==> src/rtl/battle_sequencer.sv <==
`default_nettype none
// ============================================================================
//  Module      : battle_sequencer
//  Description : Turn controller for the battle screen. It drives the 4-bit
//                state bus that is decoded by the player-attack and
//                enemy-attack stages. The turn order is player -> gap ->
//                enemy -> gap -> player. The battle ends in WIN when the
//                enemy HP is zero, or in LOSE when the soul HP is zero. Gaps
//                between turns are timed in frames, and a per-turn watchdog
//                forces the battle forward when a turn runs too long.
//  Revision    : 1.0 - initial release
// ============================================================================
module battle_sequencer #(
  parameter int GAP_FRAMES     = 30,
  parameter int TIMEOUT_FRAMES = 1800
) (
  input  logic        clk,
  input  logic        rst,                 // asynchronous, active-low
  input  logic [10:0] hcount_in,
  input  logic [9:0]  vcount_in,
  input  logic        start_in,
  input  logic        player_finished_in,
  input  logic        enemy_finished_in,
  input  logic [10:0] enemy_hp_in,
  input  logic [7:0]  soul_hp_in,
  output logic [3:0]  state_out,
  output logic        phase_start_out,
  output logic [7:0]  turn_count_out,
  output logic        timeout_out
);

  typedef enum logic [3:0] {
    S_TITLE  = 4'b0000,
    S_PLAYER = 4'b0001,
    S_ENEMY  = 4'b0010,
    S_GAP_PE = 4'b0100,
    S_GAP_EP = 4'b0101,
    S_WIN    = 4'b1000,
    S_LOSE   = 4'b1001
  } state_t;

  localparam logic [10:0] C_GAP_LAST     = 11'(GAP_FRAMES - 1);
  localparam logic [10:0] C_GAP          = 11'(GAP_FRAMES);
  localparam logic [10:0] C_TIMEOUT_LAST = 11'(TIMEOUT_FRAMES - 1);
  localparam logic [10:0] C_CNT_MAX      = 11'h7FF;
  localparam logic [7:0]  C_TURN_MAX     = 8'hFF;

  state_t      r_state;
  state_t      w_next;
  logic [10:0] r_frame_cnt;
  logic [7:0]  r_turn_cnt;
  logic        r_timeout;
  logic        r_phase_start;
  logic        w_tick;
  logic        w_soul_dead;
  logic        w_set_timeout;
  logic        w_first_turn;
  logic        w_next_turn;
  logic        w_watchdog;
  logic        w_gap_done;

  assign w_tick      = (hcount_in == 11'd0) && (vcount_in == 10'd0);
  assign w_soul_dead = (soul_hp_in == 8'd0);
  // The watchdog fires on the TIMEOUT_FRAMES-th frame tick spent in a turn.
  assign w_watchdog  = w_tick && (r_frame_cnt == C_TIMEOUT_LAST);
  // A gap ends on its GAP_FRAMES-th frame tick.
  assign w_gap_done  = w_tick && (r_frame_cnt == C_GAP_LAST);

  // Next-state decode and the side-effect strobes for the counters.
  always_comb begin
    w_next        = r_state;
    w_set_timeout = 1'b0;
    w_first_turn  = 1'b0;
    w_next_turn   = 1'b0;
    unique case (r_state)
      S_TITLE: begin
        if (start_in) begin
          w_next       = S_PLAYER;
          w_first_turn = 1'b1;
        end
      end
      S_PLAYER: begin
        if (w_soul_dead) begin
          w_next = S_LOSE;
        end else if (player_finished_in) begin
          w_next = S_GAP_PE;
        end else if (w_watchdog) begin
          w_next        = S_GAP_PE;
          w_set_timeout = 1'b1;
        end
      end
      S_GAP_PE: begin
        if (w_soul_dead) begin
          w_next = S_LOSE;
        end else if (w_gap_done) begin
          w_next = (enemy_hp_in == 11'd0) ? S_WIN : S_ENEMY;
        end
      end
      S_ENEMY: begin
        // A dead soul outranks a finished enemy stage and the watchdog.
        if (w_soul_dead) begin
          w_next = S_LOSE;
        end else if (enemy_finished_in) begin
          w_next = S_GAP_EP;
        end else if (w_watchdog) begin
          w_next        = S_GAP_EP;
          w_set_timeout = 1'b1;
        end
      end
      S_GAP_EP: begin
        if (w_soul_dead) begin
          w_next = S_LOSE;
        end else if (w_gap_done) begin
          w_next      = S_PLAYER;
          w_next_turn = 1'b1;
        end
      end
      S_WIN, S_LOSE: begin
        // A start pulse that comes before the hold time is simply lost.
        if (start_in && (r_frame_cnt >= C_GAP)) begin
          w_next = S_TITLE;
        end
      end
      default: w_next = S_TITLE;
    endcase
  end

  // State register and the one-cycle pulse that marks each new state.
  always_ff @(posedge clk or negedge rst) begin
    if (!rst) begin
      r_state       <= S_TITLE;
      r_phase_start <= 1'b0;
    end else begin
      r_state       <= w_next;
      r_phase_start <= (w_next != r_state);
    end
  end

  // Frame counter. It restarts on every state change and saturates at its maximum.
  always_ff @(posedge clk or negedge rst) begin
    if (!rst) begin
      r_frame_cnt <= 11'd0;
    end else if (w_next != r_state) begin
      r_frame_cnt <= 11'd0;
    end else if (w_tick && (r_frame_cnt != C_CNT_MAX)) begin
      r_frame_cnt <= r_frame_cnt + 11'd1;
    end
  end

  // Turn counter. It becomes 1 on leaving TITLE and saturates at 255.
  always_ff @(posedge clk or negedge rst) begin
    if (!rst) begin
      r_turn_cnt <= 8'd0;
    end else if (w_first_turn) begin
      r_turn_cnt <= 8'd1;
    end else if (w_next_turn && (r_turn_cnt != C_TURN_MAX)) begin
      r_turn_cnt <= r_turn_cnt + 8'd1;
    end
  end

  // Sticky watchdog flag. It is cleared only when a new battle starts.
  always_ff @(posedge clk or negedge rst) begin
    if (!rst) begin
      r_timeout <= 1'b0;
    end else if (w_first_turn) begin
      r_timeout <= 1'b0;
    end else if (w_set_timeout) begin
      r_timeout <= 1'b1;
    end
  end

  assign state_out       = r_state;
  assign phase_start_out = r_phase_start;
  assign turn_count_out  = r_turn_cnt;
  assign timeout_out     = r_timeout;

endmodule
`default_nettype wire

==> config.mk <==
export PLATFORM = sky130hd
export DESIGN_NAME = battle_sequencer
export DESIGN_NICKNAME = d
export VERILOG_FILES = /design/src/rtl/battle_sequencer.sv
export SDC_FILE = /design/constraint.sdc
export NUM_CORES = 1
export LEC_CHECK = 0
export BUFFER_PORTS_ARGS = -buffer_cell sky130_fd_sc_hd__buf_2
export CAP_MARGIN = 40
export CORE_MARGIN = 2
export CORE_UTILIZATION = 55
export DETAILED_ROUTE_END_ITERATION = 10
export PLACE_DENSITY_LB_ADDON = 0.25
export SKIP_LAST_GASP = 1
export SYNTH_ARGS = -nofsm -noshare
export SYNTH_HDL_FRONTEND = slang
export SYNTH_SLANG_ARGS = --single-unit
==> constraint.sdc <==
create_clock -name clk -period 3.55 [get_ports clk]
set_input_delay 0 -clock clk [delete_from_list [all_inputs] [get_ports clk]]
set_output_delay 0 -clock clk [all_outputs]
set_load 0.1 [all_outputs]
# Word level (Yosys, flattened, before mapping)
# Index checks and enable logic that the tools add are counted.
[totals]
regBits = 25
in_bits = 45
output_inout_bits = 14
word_cells = 65
[classes]
add_sub_neg = 2
n_lt_le_gt_ge = 1
n_eq_ne = 11
muxes = 31
reduce_logical = 15
[op_table]
columns = ["op", "n"]
rows = [
  ["$mux 4", 13],
  ["$pmux 4 s6", 1],
  ["$logic_not 11->1", 2],
  ["$mux 11", 2],
  ["$mux 8", 2],
  ["$mux 1", 12],
  ["$add 11x1->11 const B", 1],
  ["$eq 11x11->1 const B", 1],
  ["$eq 11x5->1 const B", 1],
  ["$ge 11x5->1 const B", 1],
  ["$ne 11x11->1 const B", 1],
  ["$logic_not 10->1", 1],
  ["$add 8x1->8 const B", 1],
  ["$eq 4x3->1 const B", 2],
  ["$eq 4x4->1 const B", 2],
  ["$logic_not 8->1", 1],
  ["$ne 8x8->1 const B", 1],
  ["$logic_and 1x1->1", 6],
  ["$reduce_bool 2->1", 3],
  ["$eq 4x1->1 const B", 1],
  ["$eq 4x2->1 const B", 1],
  ["$logic_not 4->1", 1],
  ["$ne 4x4->1", 1],
  ["$pmux 1 s2", 1],
  ["$reduce_or 2->1", 1],
]

# Longest topological paths before layout
# Gate-level depths: netlist of the first run.
[depth]
depth_word = 9
depth_mapped = 9
ltp_nobuf = 8

# Least setup slack after synthesis of the first run
# OpenSTA, ideal clock, no wires.
[synth_path]
path_type = "reg-to-reg"
start = "reg r_state[1] (netlist: state_out[1])"
end = "reg r_phase_start (netlist: phase_start_out)"
setup_time_ns = 0.131
arrival_time_ns = 2.420
slack_ns = 0.999
path_stages_with_launch = 8
path_buffers = 1
cell_sequence = "dfrtp_1 buf_2 nor4b_2 o2bb2ai_1 or2_0 o21ai_1 nor2_2 or3_1"
[synth_between]
elab_chain_cells = 5
[synth_lines]
columns = ["element", "line_no", "text"]
rows = [
  ["start, declared", "48", "state_t r_state;"],
  ["start signal, assigned", "134", "r_state <= w_next;"],
  ["$mux 4 (on tied branches)", "105, 87", ""],
  ["$mux 4 (on tied branches)", "103, 85", ""],
  ["$mux 4 (on tied branches)", "101, 83", ""],
  ["$pmux 4 s6", "75", "unique case (r_state)"],
  ["$ne 4x4->1 *", "135", "r_phase_start <= (w_next != r_state);"],
  ["end signal, assigned", "135", ""],
  ["end, declared", "53", "logic r_phase_start;"],
]
# Mark *: on every way between the ends. The rest lies on a longest branch, timed or not.
# A chain may end at the register's enable or synchronous reset.

# Worst setup path after layout of the first run
[layout_path]
start = "reg r_frame_cnt[0]"
end = "reg r_frame_cnt[3]"
[layout_between]
elab_chain_cells = 8
[layout_lines]
columns = ["element", "line_no", "text"]
rows = [
  ["start, declared", "50", "logic [10:0] r_frame_cnt;"],
  ["start signal, assigned", "146", "r_frame_cnt <= r_frame_cnt + 11'd1;"],
  ["parallel branches: the longest is 8 deep, another holds $ge 11x5->1", "--", ""],
]
# Several ways; the timed one is not identified. The select of a mux whose other input is x is not followed.

==> results of run 1 <==
-- path summary, 6_finish.rpt --
| kind | from | end | slack, ns |
|---|---|---|---|
| max in group asynchronous | rst | r_frame_cnt[7] | 3.00 |
| max reg2reg | r_frame_cnt[0] | r_frame_cnt[3] | 0.98 |
| min | enemy_finished_in | state_out[0] | 0.05 |
| min reg2reg | timeout_out | timeout_out | 0.52 |
| min in group asynchronous | rst | state_out[2] | 0.16 |
| max | r_frame_cnt[0] | r_frame_cnt[3] | 0.98 |
-- worst max-delay path, stage by stage, from the launching register on --
cell and delay (ns):
dfrtp_1 0.46, inv_1 0.07, ha_1 0.19, o21a_1 0.16, a2111o_1 0.42, o31ai_1 0.29, a211oi_2 0.08, mux2i_1 0.47
buf_4 0.27, nor4_2 0.06
-- stage by stage --
step / hold slack, ns / power [uW] / cells / worst slack (ns) / instance area (um^2)
6_report: 0.0544 / 891 / 308 / 0.980 / 2220
5_1_grt: 0.0594 / 941 / 308 / 0.804 / 2220
4_1_cts: 0.0535 / 890 / 308 / 0.964 / 2220
3_5_place_dp: 0.0278 / 753 / 302 / 0.977 / 2170
3_3_place_gp: 0.0212 / 749 / 302 / 1.05 / 2170
2_1_floorplan: -0.296 / 666 / 204 / 0.999 / 1860
-- metal layers --
metal  part of all wire  global-route usage  up-vias
met5                  0                   0        -
met2               0.49               0.431       61
met1               0.45               0.314      875
met4              0.012              0.0889        0
met3              0.047              0.0362        6
li1                   -                   -      887
-- final cells by class --
| cell class | count | area share |
|---|---|---|
| Clock buffer | 3 | 0.0101 |
| Clock inverter | 1 | 0.00338 |
| Inverter | 6 | 0.0101 |
| Multi-Input combinational cell | 164 | 0.519 |
| Sequential cell | 25 | 0.282 |
| Tap cell | 46 | 0.0259 |
| Timing Repair Buffer | 63 | 0.150 |
-- registers in the layout (all words and copies together) (netlist names) --
name             count
r_frame_cnt         11
turn_count_out       8
state_out            4
phase_start_out      1
timeout_out          1
-- power by group --
part,total (uW),internal [uW],switching (uW)
Clock,139,43.2,96.0
Combinational,417,120,297
Sequential,335,300,34.8
Total,891,464,427
-- what timing repair did --
item | 4_1_cts | 5_1_grt
endpoints found under the setup margin | 0 | 0
hold endpoints to repair | 26 | 0
hold buffers | 2 | 0
-- kinds of logic after synthesis --
| group | count (synthesis) |
|---|---|
| adder cells (fa/ha/maj) | 4 |
| AND/OR/NAND/NOR | 108 |
| flip-flops | 25 |
| multiplexers | 1 |
| XOR/XNOR | 14 |
| buffers and inverters | 15 |
| AO/OA/AOI/OAI | 37 |
-- cell usage after synthesis, drive strengths merged (2+ instances only) --
cell type	instances
a211oi	2
a21oi	8
a31oi	7
and2	3
and3	11
buf	9
dfrtp	25
ha	4
inv	6
nand2	13
nand3	8
nand4	12
nor2	19
nor3	14
nor3b	2
nor4	14
o21a	3
o21ai	3
o22ai	3
o31ai	3
or3	2
or4	2
xnor2	3
xor2	11
==> flow_summary_export.csv, run 1 <==
group,metric,value,unit
die,ios,59,
yosys,synth-xor-area-share,0.0660,
min_path,hold_depth,3,
grt,grt_max_degree,26,
yosys,synth-seq-cells,25,
drt,vias,1829,
yosys,synth_top_family_by_area,"simple AND/OR/NAND/NOR gates",
die,die_x,62.1,um
clock_network,cts.repair.resized,0,
drt,route.detailed.drc,0,
timing,max_freq,389,MHz
timing,post-route-min-period,2.57,ns
final_layout,final_nets,312,
final_layout,drive_above_1_share,0.321,
grt,grt_first_pass_wirelength,7890,um
die,start_util,0.565,
die,die_h,62.1,um
timing,finalSetupTns,0,ns
yosys,ys_seq_area_frac,0.337,
yosys,synth_top_area_cell,"dfrtp_1",
drt,drtIter0Drc,91,
final_layout,nFillCells,273,
yosys,synth_edf_count,0,
timing,period_share,0.724,
drt,finalWirelength,4490,um
final_layout,synthToLayoutAreaGrowth,19.7,%
yosys,synth.distinct_cells,53,
timing,grt_setup_unrepaired,"no",
yosys,post_synth_mux_area_share,0.00539,
grt,antenna_found_initial,0,
timing,hold_viol,0,
grt,gr-total-overflow,0,
clock_network,cts_root_buf,"clkbuf_4",
clock_network,clk_pin_slew,0.16,ns
timing,slew_headroom,0.510,
clock_network,cts.htree.levels,1,
yosys,synth_fp_nets,253,
yosys,avgSynthCellArea,9.10,um^2
clock_network,cts_setup_buffers,0,
drt,routed_via_density,5.94,
placement,gp_congestion,0.877,
critical_path,crit_fanout,7,
yosys,yosysTopAreaCellShare,0.337,
yosys,synth_area_leaders,"dfrtp_1, xor2_1, nor4_4, and3_1, nand4_1",
final_layout,insertedDiodeCount,0,
drt,firstDrtPassIters,4,
clock_network,clock_sinks,25,
yosys,async_flop_share,1.00,
final_layout,multiInputGateArea,1150,um^2
timing,finalSetupViolCount,0,
min_path,worstHoldPathType,"input port to register",
timing,slew_viol_final,0,
yosys,synth_cells,204,
critical_path,start_kind,"register",
power,p_per_area,401,nW/um^2
critical_path,worst_r2r_path_depth,9,
clock_network,clock_latency,0.33,ns
yosys,synth_simple_gate_area_frac,0.381,
yosys,yosys_warnings,0,
timing,finalClockSkew,0.00914,ns
placement,dpl.hpwl,3350,um
timing,worst_pin_slew,0.732,ns
grt,grt_pass1_vias,1755,
drt,ant_nets,0,
die,die_area,3860,um^2
drt,wl_per_cell,14.6,um
yosys,synth_compound_area_frac,0.142,
final_layout,final-seq-area,626,um^2
placement,portBuffers,58,
power,peakVddDrop,0.364,mV
critical_path,crit_type,"register to register",
yosys,synth_flop_cell,"dfrtp_1",
grt,grt.total_usage,0.247,
power,leakagePower,0.000994,uW
job,maxCapViolCount,0,
final_layout,final_common_cell,"buf_2",
clock_network,cts_tree,"built",
die,coreArea,3280,um^2
die,fp-row-count,21,
critical_path,cp_data_arrival_time,2.79,ns
clock_network,clk_path_buf_depth,2,
status,status,"finished, final reports clean",
critical_path,worstPathRequired,3.77,ns
clock_network,cts_buffers,3,
yosys,synthesis.area,1860,um^2
critical_path,end_kind,"register",
final_layout,mostFrequentLayoutCells,"buf_2, dfrtp_1, nor2_1",
yosys,yosys.area_share.adder,0.0270,
final_layout,final_util,0.677,
Power figures use the tool's default switching activity.
==> inputs of run 2 (changes only) <==
--- a/config.mk
+++ b/config.mk
@@ -5,10 +5,11 @@
 export SDC_FILE = /design/constraint.sdc
 export NUM_CORES = 1
 export LEC_CHECK = 0
+export ABC_AREA = 1
 export BUFFER_PORTS_ARGS = -buffer_cell sky130_fd_sc_hd__buf_2
 export CAP_MARGIN = 40
 export CORE_MARGIN = 2
-export CORE_UTILIZATION = 55
+export CORE_UTILIZATION = 52
 export DETAILED_ROUTE_END_ITERATION = 10
 export PLACE_DENSITY_LB_ADDON = 0.25
 export SKIP_LAST_GASP = 1
==> constraint.sdc (replaced) <==
create_clock -name clk -period 2.4 [get_ports clk]
set_input_delay 0 -clock clk [delete_from_list [all_inputs] [get_ports clk]]
set_output_delay 0 -clock clk [all_outputs]
set_load 0.1 [all_outputs]
==> flow_summary_export.csv, run 2 <==
group,metric,value,unit
die,start_util,0.534,
timing,finalClockSkew,0.00487,ns
power,p_sw_frac,0.523,
grt,grt_pass1_vias,1813,
critical_path,cp-startpoint,"r_frame_cnt[1]",
final_layout,final_util,0.645,
yosys,yosysTopAreaCellShare,0.325,
timing,max_freq,491,MHz
final_layout,final_cell_area,2320,um^2
grt,antenna_found_initial,0,
critical_path,start_kind,"register",
critical_path,path_common_cell,"nand2_1",
critical_path,crit_fanout,12,
drt,route.detailed.drc,0,
drt,ant_nets,0,
power,p_sw,894,uW
yosys,synth-seq-cells,25,
timing,finalSetupViolCount,0,
final_layout,synthToLayoutAreaGrowth,20.8,%
critical_path,worst-r2r-setup-slack,0.36,ns
min_path,worstHoldPathType,"input port to register",
clock_network,cts.htree.levels,1,
critical_path,crit_type,"register to register",
yosys,synthesis.area,1920,um^2
final_layout,insertedDiodeCount,0,
yosys,yosysMostFrequentCell,"nor2_1",
yosys,avgSynthCellArea,7.13,um^2
power,comb_power_share,0.541,
drt,wl_per_cell,10.7,um
clock_network,clock_sinks,25,
die,ios,59,
clock_network,clk_pin_slew,0.09,ns
critical_path,worstPathRequired,2.61,ns
yosys,synth_common_cells,"nor2_1, nand2_1, inv_1",
clock_network,clock_latency,0.27,ns
yosys,synth_area_leaders,"dfrtp_1, nor2_1, nand2_1, nor2_4, inv_1",
final_layout,mostFrequentLayoutCells,"buf_2, nor2_1, nand2_1",
placement,portBuffers,58,
yosys,async_flop_share,1.00,
timing,slew_headroom,0.614,
grt,grt_max_degree,26,
placement,gp_congestion,0.906,
critical_path,crit_path_end,"r_frame_cnt[1]",
timing,hold_viol,0,
grt,grt.met2_usage,0.389,
yosys,synth_fp_nets,319,
critical_path,crit_chain,"ha_1 -> nand2_1 -> inv_1 -> nand4_1 -> o21ai_1 -> nand2_1 -> nand3_2 -> nand2_2 -> nand2_1 -> nand2_1 -> nor2_2 -> nand2_2 -> buf_12 -> nor2_1",
critical_path,worst_r2r_path_depth,14,
critical_path,max_stage_delay,0.45,ns
yosys,synth_edf_count,0,
drt,finalWirelength,4070,um
timing,finalSetupTns,0,ns
timing,grt_setup_unrepaired,"no",
critical_path,cp_data_arrival_time,2.24,ns
final_layout,largest_reg_flops,11,
critical_path,path_depth,14,
clock_network,cts_buffers,3,
final_layout,final_common_cell,"buf_2",
yosys,synth_flop_cell,"dfrtp_1",
clock_network,clk_path_buf_depth,2,
clock_network,cts.repair.resized,0,
status,status,"finished, final reports clean",
final_layout,top_register,"r_frame_cnt",
timing,post-route-min-period,2.04,ns
die,die_h,64.8,um
drt,firstDrtPassIters,4,
die,die_area,4200,um^2
critical_path,path_buf_inv,2,
grt,grt_busiest_layer,"met2",
timing,slew_viol_final,0,
critical_path,cpMaxStageDelayCell,"dfrtp_1",
grt,grt.total_usage,0.214,
power,p_per_area,736,nW/um^2
die,coreArea,3610,um^2
drt,routed_via_density,4.92,
final_layout,drive_above_1_share,0.329,
yosys,synth_top_area_cell,"dfrtp_1",
power,leakagePower,0.00111,uW
grt,gr-total-overflow,0,
clock_network,hold_buffers,1,
clock_network,cts_setup_buffers,0,
final_layout,nFillCells,343,
critical_path,cp_top_family,"simple AND/OR/NAND/NOR gates",
grt,grt_first_pass_wirelength,7310,um
drt,vias,1865,
power,peakVddDrop,0.445,mV
yosys,yosys_warnings,0,
final_layout,final_nets,381,
clock_network,cts_root_buf,"clkbuf_8",
placement,dpl-instance-area,2270,um^2
final_layout,instances_no_fill,379,
power,pwr-share-clk,0.152,
grt,grt.met1_usage,0.272,
placement,dp.cells,374,
job,maxCapViolCount,0,
final_layout,final-seq-area,627,um^2
power,p_seq_frac,0.307,
yosys,synth_cells,270,
grt,met3_usage,0.0208,
timing,period_share,0.848,
yosys,ys_seq_area_frac,0.325,
drt,drtIter0Drc,113,
yosys,synth.distinct_cells,27,
critical_path,end_kind,"register",
timing,worst_pin_slew,0.579,ns
critical_path,r2r_end,"r_frame_cnt[1]",
die,fp-row-count,22,
die,die_x,64.8,um
clock_network,cts_tree,"built",
power,p_int,817,uW
critical_path,r2r-start,"r_frame_cnt[1]",
placement,dpl.hpwl,3330,um
final_layout,multiInputGateArea,1120,um^2
-- run 2: changes by cell type in the layout (fill, tap and decap cells not counted), sizes merged, moves of 10 or more --
| cell | before | now |
|---|---|---|
| and3 | 11 | 0 |
| nor4 | 14 | 0 |
| o21ai | 3 | 13 |
| inv | 6 | 37 |
| nand2 | 13 | 54 |
| nand3 | 8 | 20 |
| nor2 | 19 | 72 |
-- run 2: cell type report --
cell class / instances / share of cell area
multi-input combinational: 203 / 0.483
tap: 48 / 0.0258
clock buffer: 3 / 0.0178
clock inverter: 1 / 0.00323
timing repair buffer: 60 / 0.138
inverter: 39 / 0.0630
sequential: 25 / 0.270
-- run 2: kinds of logic (layout without fill, tap and decap cells) --
group	after synthesis	after routing	synth area share
AOI/OAI and AO/OA	24	24	0.0676
xor gates and xnor gates	10	10	0.0455
buffers and inverters	42	103	0.0917
and+or+nand+nor	165	165	0.444
DFF	25	25	0.325
adders and majority gates	4	4	0.0260
-- run 2: worst register-to-register path, stage by stage, from the launching register on --
cell	delay [ns]
dfrtp_1	0.45
ha_1	0.22
nand2_1	0.06
inv_1	0.07
nand4_1	0.17
o21ai_1	0.17
nand2_1	0.13
nand3_2	0.11
nand2_2	0.06
nand2_1	0.06
nand2_1	0.06
nor2_2	0.10
nand2_2	0.07
buf_12	0.16
nor2_1	0.09
-- run 2: how the worst min path moves through the flow --
stage	start	cells past startpoint	slack [ns]	endpoint
floorplan	rst	0	-0.30	phase_start_out
global placement	rst	1	0.03	r_frame_cnt[3]
detailed placement	rst	1	0.03	r_frame_cnt[2]
CTS	enemy_finished_in	4	0.06	state_out[1]
global route	enemy_finished_in	4	0.08	state_out[1]
finish	enemy_finished_in	4	0.07	state_out[1]
-- run 2: power groups by stage --
stage / combinational (uW) / sequential, uW / clock (uW)
final: 925 / 525 / 260
after global routing: 994 / 534 / 285
after CTS: 934 / 525 / 273
after detailed placement: 934 / 533 / 0
after global placement: 924 / 532 / 0
after floorplan: 418 / 889 / 0
-- run 2: per-layer routing --
metal / up-vias / part of all wire
met5: - / 0
met4: 0 / 0.013
met3: 6 / 0.037
met2: 41 / 0.49
met1: 843 / 0.46
li1: 975 / -
-- run 2: stage by stage --
stage / total power [uW] / hold WS [ns] / setup slack (ns)
after floorplan: 1310 / -0.296 / 0.0338
after global placement: 1460 / 0.0282 / 0.440
after detailed placement: 1470 / 0.0347 / 0.374
after CTS: 1730 / 0.0644 / 0.365
after global routing: 1810 / 0.0849 / 0.132
final: 1710 / 0.0703 / 0.364
==> inputs of run 3 (changes only) <==
==> constraint.sdc (replaced) <==
create_clock -name clk -period 1.9 [get_ports clk]
set_input_delay 0 -clock clk [delete_from_list [all_inputs] [get_ports clk]]
set_output_delay 0 -clock clk [all_outputs]
set_load 0.1 [all_outputs]
==> flow_summary_export.csv, run 3 (synthesized netlist as in run 2, its figures left out) <==
group,metric,value,unit
status,status,"finished with violations",
status,violations,"negative setup slack",
critical_path,crit_type,"register to register",
timing,fin_ws,-0.0928,ns
critical_path,end_kind,"register",
critical_path,max_stage_delay,0.39,ns
final_layout,largest_reg_flops,11,
timing,post-route-min-period,1.99,ns
placement,dpl.hpwl,3550,um
timing,hold_viol,0,
die,coreArea,3610,um^2
power,leakagePower,0.00122,uW
timing,finalClockSkew,0.00500,ns
job,maxCapViolCount,0,
drt,routed.top_layer,"met4",
timing,slew_viol_final,0,
timing,finalSetupViolCount,12,
die,die_x,64.8,um
grt,grt_max_degree,26,
placement,dp_worst_setup_slack,-0.103,ns
drt,ant_nets,0,
critical_path,cpMaxStageDelayCell,"dfrtp_1",
drt,wl_per_cell,11.7,um
die,start_util,0.534,
final_layout,insertedDiodeCount,0,
critical_path,crit_fanout,5,
drt,route.detailed.drc,0,
die,ios,59,
placement,portBuffers,58,
clock_network,cts_buffers,3,
critical_path,path_common_cell,"nand2_1",
drt,routed_via_density,4.96,
critical_path,path_buf_inv,2,
power,p_per_area,915,nW/um^2
clock_network,cts_root_buf,"clkbuf_8",
die,die_h,64.8,um
timing,period_share,1.05,
critical_path,crit_chain,"buf_4 -> ha_4 -> nand2_1 -> inv_1 -> nand4_1 -> nor2_1 -> nand2_1 -> nand2_2 -> nor2_2 -> nand2_1 -> nor2_1 -> nand3_1 -> xor2_2 -> nor2_4",
critical_path,worstPathRequired,2.06,ns
final_layout,final_nets,403,
timing,slew_headroom,0.593,
drt,vias,1987,
critical_path,r2r-start,"r_frame_cnt[0]",
clock_network,cts.htree.levels,1,
power,peakVddDrop,0.694,mV
final_layout,mostFrequentLayoutCells,"buf_2, nor2_1, nand2_1",
final_layout,top_register,"r_frame_cnt",
grt,gr-total-overflow,0,
drt,wl_met3,316,um
final_layout,final_common_cell,"buf_2",
critical_path,crit_path_end,"r_frame_cnt[8]",
drt,wl_met1,1970,um
critical_path,start_kind,"register",
drt,finalWirelength,4710,um
drt,firstDrtPassIters,5,
timing,max_freq,502,MHz
drt,detailroute.wirelength.met2,2320,um
critical_path,cp-startpoint,"r_frame_cnt[0]",
clock_network,clk_pin_slew,0.09,ns
grt,antenna_found_initial,0,
critical_path,worst-r2r-setup-slack,-0.09,ns
final_layout,drive_above_1_share,0.439,
final_layout,synthToLayoutAreaGrowth,36.3,%
final_layout,nFillCells,291,
critical_path,r2r_end,"r_frame_cnt[8]",
timing,worst_pin_slew,0.610,ns
critical_path,worst_r2r_path_depth,14,
critical_path,cp_data_arrival_time,2.15,ns
grt,grt_first_pass_wirelength,7850,um
clock_network,clk_path_buf_depth,2,
timing,hold_ws,0.0945,ns
grt,grt.total_usage,0.237,
clock_network,clock_sinks,25,
placement,gp_congestion,0.895,
min_path,worstHoldPathType,"input port to register",
critical_path,path_depth,14,
die,die_area,4200,um^2
drt,drtIter0Drc,117,
clock_network,clock_latency,0.26,ns
die,fp-row-count,22,
timing,grt_setup_unrepaired,"yes",
grt,grt_pass1_vias,1844,
clock_network,cts_tree,"built",
critical_path,cp_top_family,"simple AND/OR/NAND/NOR gates",
-- run 3: cell types whose count changed in the layout (fill, tap and decap cells not counted), sizes merged --
cell	change
buf	+22
clkbuf	+1
clkinvlp	-1
-- run 3: worst min path at each step --
stage,start,end,slack (ns),cells after the start
floorplan,rst,phase_start_out,-0.30,0
global placement,rst,r_frame_cnt[2],0.03,1
detailed placement,rst,r_frame_cnt[0],0.04,1
CTS,enemy_finished_in,state_out[1],0.09,4
global route,enemy_finished_in,state_out[1],0.13,4
finish,enemy_finished_in,state_out[1],0.09,4
-- run 3: cell type report --
class	count	area, um^2	area share
Clock buffer	4	45.0	0.0172
Inverter	39	150	0.0573
Multi-Input combinational cell	203	1200	0.458
Sequential cell	25	661	0.252
Tap cell	48	60.1	0.0229
Timing Repair Buffer	82	505	0.193
-- run 3: report_power, final --
group / internal [uW] / switching, uW / total (uW)
sequential: 622 / 74.0 / 696
clock: 150 / 170 / 320
combinational: 409 / 974 / 1380
total: 1180 / 1220 / 2400
-- run 3: worst register-to-register path, delay by kind of cell, from the launching register on --
family / cells / cell delay [ns]
fa+ha+maj: 1 / 0.16
flops: 1 / 0.39
xor+xnor: 1 / 0.20
buf+inv: 2 / 0.20
simple gates: 10 / 0.95
-- run 3: timing repair --
item,CTS,global route
pin swaps,9,9
hold endpoints to repair,25,0
setup endpoints to repair,12,15
buffers inserted,3,2
cloned,1,0
resized for setup,9,11
hold buffers,1,0
-- run 3: routing by layer --
metal / track usage / vias up
met1: 0.301 / 871
met3: 0.0295 / 10
met5: 0 / -
li1: - / 1018
met4: 0.0824 / 0
met2: 0.415 / 88
-- run 3: stage by stage --
stage | setup TNS, ns | cell area (um^2) | power [uW] | util | std cells
after floorplan | -0.377 | 1970 | 1690 | - | 270
after global placement | -0.0855 | 2430 | 1900 | 0.674 | 390
after detailed placement | -0.883 | 2430 | 1910 | 0.674 | 390
after CTS | -0.462 | 2560 | 2400 | 0.711 | 399
after global routing | -3.13 | 2620 | 2520 | 0.727 | 401
final | -0.920 | 2620 | 2400 | 0.727 | 401
